==> src/rtl/irq_priority_ctrl.sv <==
// Interrupt priority controller: synchronises four level request lines,
// latches rising edges as sticky pending bits, flags edges lost to an
// already-pending line, and presents the highest-priority unmasked request
// through a two-state valid/ack handshake.
module irq_priority_ctrl (
    input  logic       clk,
    input  logic       rst_n,
    input  logic [3:0] irq,
    input  logic [3:0] mask,
    input  logic       ack,
    output logic [1:0] out,
    output logic       valid,
    output logic [3:0] pending,
    output logic [3:0] lost
);

    typedef enum logic {
        IDLE    = 1'b0,
        PRESENT = 1'b1
    } state_t;

    logic [3:0] sync1_q, sync1_d;
    logic [3:0] sync2_q, sync2_d;
    logic [3:0] dly_q,   dly_d;
    logic [3:0] pending_q, pending_d;
    logic [3:0] lost_q,    lost_d;
    state_t     state_q,   state_d;
    logic [1:0] out_q,     out_d;
    logic       valid_q,   valid_d;

    logic [3:0] rise;
    logic [3:0] clr;
    logic [3:0] eligible;
    logic [1:0] enc;

    // Synchroniser chain plus delay stage used for rise detection
    always_comb begin
        sync1_d = irq;
        sync2_d = sync1_q;
        dly_d   = sync2_q;
        rise    = sync2_q & ~dly_q;
    end

    // Pending/lost update: an incoming rise beats a same-cycle ack-clear
    always_comb begin
        clr = '0;
        if (state_q == PRESENT && ack) begin
            clr[out_q] = 1'b1;
        end
        pending_d = (pending_q & ~clr) | rise;
        lost_d    = lost_q | (rise & pending_q & ~clr);
    end

    // Fixed-priority encoder over unmasked pending lines, bit 3 highest
    always_comb begin
        eligible = pending_q & ~mask;
        if (eligible[3]) begin
            enc = 2'b11;
        end else if (eligible[2]) begin
            enc = 2'b10;
        end else if (eligible[1]) begin
            enc = 2'b01;
        end else begin
            enc = 2'b00;
        end
    end

    // Next-state logic: out is frozen while presenting, held while idle
    always_comb begin
        state_d = state_q;
        out_d   = out_q;
        valid_d = valid_q;
        case (state_q)
            IDLE: begin
                if (eligible != 4'b0000) begin
                    state_d = PRESENT;
                    out_d   = enc;
                    valid_d = 1'b1;
                end
            end
            PRESENT: begin
                if (ack) begin
                    state_d = IDLE;
                    valid_d = 1'b0;
                end
            end
            default: begin
                state_d = IDLE;
                valid_d = 1'b0;
            end
        endcase
    end

    // Input synchroniser and request bookkeeping registers
    always_ff @(posedge clk or negedge rst_n) begin
        if (!rst_n) begin
            sync1_q   <= '0;
            sync2_q   <= '0;
            dly_q     <= '0;
            pending_q <= '0;
            lost_q    <= '0;
        end else begin
            sync1_q   <= sync1_d;
            sync2_q   <= sync2_d;
            dly_q     <= dly_d;
            pending_q <= pending_d;
            lost_q    <= lost_d;
        end
    end

    // Presentation FSM with registered outputs
    always_ff @(posedge clk or negedge rst_n) begin
        if (!rst_n) begin
            state_q <= IDLE;
            out_q   <= 2'b00;
            valid_q <= 1'b0;
        end else begin
            state_q <= state_d;
            out_q   <= out_d;
            valid_q <= valid_d;
        end
    end

    assign out     = out_q;
    assign valid   = valid_q;
    assign pending = pending_q;
    assign lost    = lost_q;

endmodule
==> config.mk <==
export PLATFORM = sky130hd
export DESIGN_NAME = irq_priority_ctrl
export DESIGN_NICKNAME = d
export VERILOG_FILES = /design/src/rtl/irq_priority_ctrl.sv
export SDC_FILE = /design/constraint.sdc
export NUM_CORES = 1
export LEC_CHECK = 0
export ABC_AREA = 1
export BUFFER_PORTS_ARGS = -buffer_cell sky130_fd_sc_hd__buf_2
export CAP_MARGIN = 30
export CELL_PAD_IN_SITES_DETAIL_PLACEMENT = 1
export CELL_PAD_IN_SITES_GLOBAL_PLACEMENT = 1
export CORE_MARGIN = 8
export CORE_UTILIZATION = 40
export CTS_CLUSTER_SIZE = 25
export DETAILED_ROUTE_END_ITERATION = 10
export PLACE_DENSITY_LB_ADDON = 0.1
export SYNTH_ARGS = -nofsm -noshare
export SYNTH_HDL_FRONTEND = slang
export SYNTH_SLANG_ARGS = --single-unit
==> constraint.sdc <==
create_clock -name clk -period 1.85 [get_ports clk]
set_input_delay 0.185 -clock clk [delete_from_list [all_inputs] [get_ports clk]]
set_output_delay 0.185 -clock clk [all_outputs]
set_load 0.05 [all_outputs]
==> qor.yml <==
floorplanning:
  boundaryPins: 22
  dieHeight_um: 61.7
  initial_core_util_pct: 42.7
  dieArea_sq_um: 3810
  die_x_um: 61.7
  fp.coreArea_sq_um: 1960
  rows: 16
sta:
  max_freq_ghz: 0.849
  slew_violations: 0
  tns_ps: 0
  min_period_over_period_pct: 63.6
  clock_skew_ps: 7.65
  worstMarginPinSlew_ps: 500
  finalSetupViolCount: 0
  hold_viol: 0
  hold-worst-slack_ps: 128
  slew_headroom_pct: 66.7
  period_minus_slack_ps: 1180
  rsz0062_at_grt: "false"
synth:
  synth_top_cells_by_area: "dfrtp_1 (72%), nand2_1 (9.4%), inv_1 (5.8%)"
  synth_seq_cells: 24
  yosys.cell_types.count: 9
  synth_enable_flop_cells: 0
  syn-num-nets: 87
  synth.avg_cell_area_sq_um: 11.0
  yosysMostFrequentCell: "dfrtp_1"
  synthFlopType: "dfrtp_1"
  yosysSeqAreaShare_pct: 71.7
  yosys.area.top_type: "dfrtp_1"
  async_flop_share_pct: 100
  syn-cell-area_sq_um: 837
  syn_inst: 76
  ys_top_cells_by_count: "dfrtp_1 (24), nand2_1 (21), inv_1 (13), nand2_2 (5)"
  synth_top_area_share_pct: 71.7
  synth-warning-count: 0
power_and_ir_drop:
  ir_worst_vdd_v: 0.000679
  powerDensity_nw_per_um2: 1470
  seq_power_share_pct: 45.2
  leakage_uw: 0.000533
  switching_power_uw: 689
  clkPwrFrac_pct: 13.4
  swShare_pct: 44.7
  p_int_uw: 853
  combPwrFrac_pct: 41.3
setup_path:
  cpPeakStageDelay_ps: 410
  critPathTopFamily: "flip-flops"
  cp-start-kind: "flip-flop"
  cp.arrival_ps: 990
  crit_path_top_delay_cell: "dfrtp_1"
  crit_type: "flip-flop to output port"
  critPathCaptureType: "output port"
  crit_buf_inv: 1
  cp_data_required_time_ps: 1660
  worstPathCellList: "buf_2"
  path_max_fanout: 5
detailed_routing:
  first_pass_iters: 3
  final_antenna_net_count: 0
  wire_per_inst_um: 11.9
  vias_per_cell: 4.36
  num_vias: 576
  drc: 0
  routed_wl_um: 1570
  first_iter_violations: 2
place:
  place_hpwl_um: 1290
  gp_congestion: 0.800
  place.port_buffers: 21
grt:
  grt_antenna_before_repair: 0
  grtUsageTotal_pct: 9.11
  grt-ovfl-total: 0
  grt_pass1_wl_um: 2550
  first_global_vias: 603
  grt_start_max_net_pins: 25
layout:
  drive_above_1_share_pct: 27.6
  area_delta_synth_final_pct: 25.3
  nets: 118
  antenna_cells: 0
clock_network:
  cts_tree: "yes"
  cts.sinks: 24
  cts_buffers: 3
  clk_pin_slew_worst_paths_ps: 110
  clkLatencyLatePin_ps: 290
  cts_buffer_depth: 2
  ctsRootBufferMaster: "clkbuf_4"
  htreeDepth: 1
job:
  maxCapViolCount: 0
hold_path:
  hold_path_class: "input port to flip-flop"
status:
  status: "finished, final reports clean"
final cells by class:
type,count,area [sq um]
multi-input combinational,39,188
inverter,13,48.8
fill,236,913
sequential,24,601
clock buffer,3,22.5
timing repair buffer,26,155
tap,27,33.8
power groups by stage:
stage	logic, uW	clock network (uW)	registers, uW
after floorplan	211	0	964
after global placement	633	0	709
after detailed placement	639	0	714
after CTS	650	219	701
after global routing	693	235	717
final	637	207	698
cells by family after synthesis:
logic type / Yosys count / synth area share (%)
and+or+nand+nor: 29 / 14.9
DFF: 24 / 71.7
buffers and inverters: 13 / 5.83
AOI/OAI and AO/OA: 10 / 7.47
through the flow:
step	instances	power, uW	instance area, sq um	setup slack [ps]	util, %
6_report	132	1540	1050	673	53.4
3_3_place_gp	124	1340	976	844	49.7
3_5_place_dp	124	1350	976	793	49.7
2_1_floorplan	76	1180	837	695	-
4_1_cts	132	1570	1050	649	53.4
5_1_grt	132	1640	1050	612	53.4
timing repair:
item	4_1_cts	5_1_grt
buffers inserted	0	0
gates resized for setup	0	0
hold buffers	5	0
hold endpoints to repair	28	0
routing by layer:
layer  up-vias  wire length (um)  track usage (%)
met5         -                 0                0
met4         0                 0             2.92
met3         0                87             2.67
li1        289                 -                -
met1       275               691             10.8
met2        12               788             15.4
registers in the layout (all words and copies together) (netlist names):
| register | flops |
|---|---|
| dly_d | 4 |
| dly_q | 4 |
| lost | 4 |
| pending | 4 |
| state_q | 1 |
| valid | 1 |
| out | 2 |
| sync1_q | 4 |
placed cells by master, fill, tap and decap left out:
master         instances
buf_2                 21
o21bai_1               4
o211ai_1               1
clkbuf_4               3
o21ai_0                4
inv_1                 13
nand3_1                3
nand2_2                5
dlygate4sd3_1          5
dfrtp_1               24
nand2_1               21
o21ai_1                1
path summary, 6_finish.rpt:
| path | start | endpoint | slack, ps | cells past startpoint |
|---|---|---|---|---|
| worst min register to register | sync1_q[1]$_DFF_PN0_ | dly_d[1]$_DFF_PN0_ | 360 | 0 |
| worst max register to register | out[1]$_DFFE_PN0P_ | lost[1]$_DFF_PN0_ | 790 | 4 |
| worst min-delay path | ack | state_q$_DFF_PN0_ | 130 | 2 |
| max in group asynchronous | rst_n | pending[0]$_DFF_PN0_ | 1130 | 2 |
| worst max-delay path | out[0]$_DFFE_PN0P_ | out[0] | 670 | 1 |
| min in group asynchronous | rst_n | dly_d[3]$_DFF_PN0_ | 370 | 2 |
(Power assumes the default switching activity.)
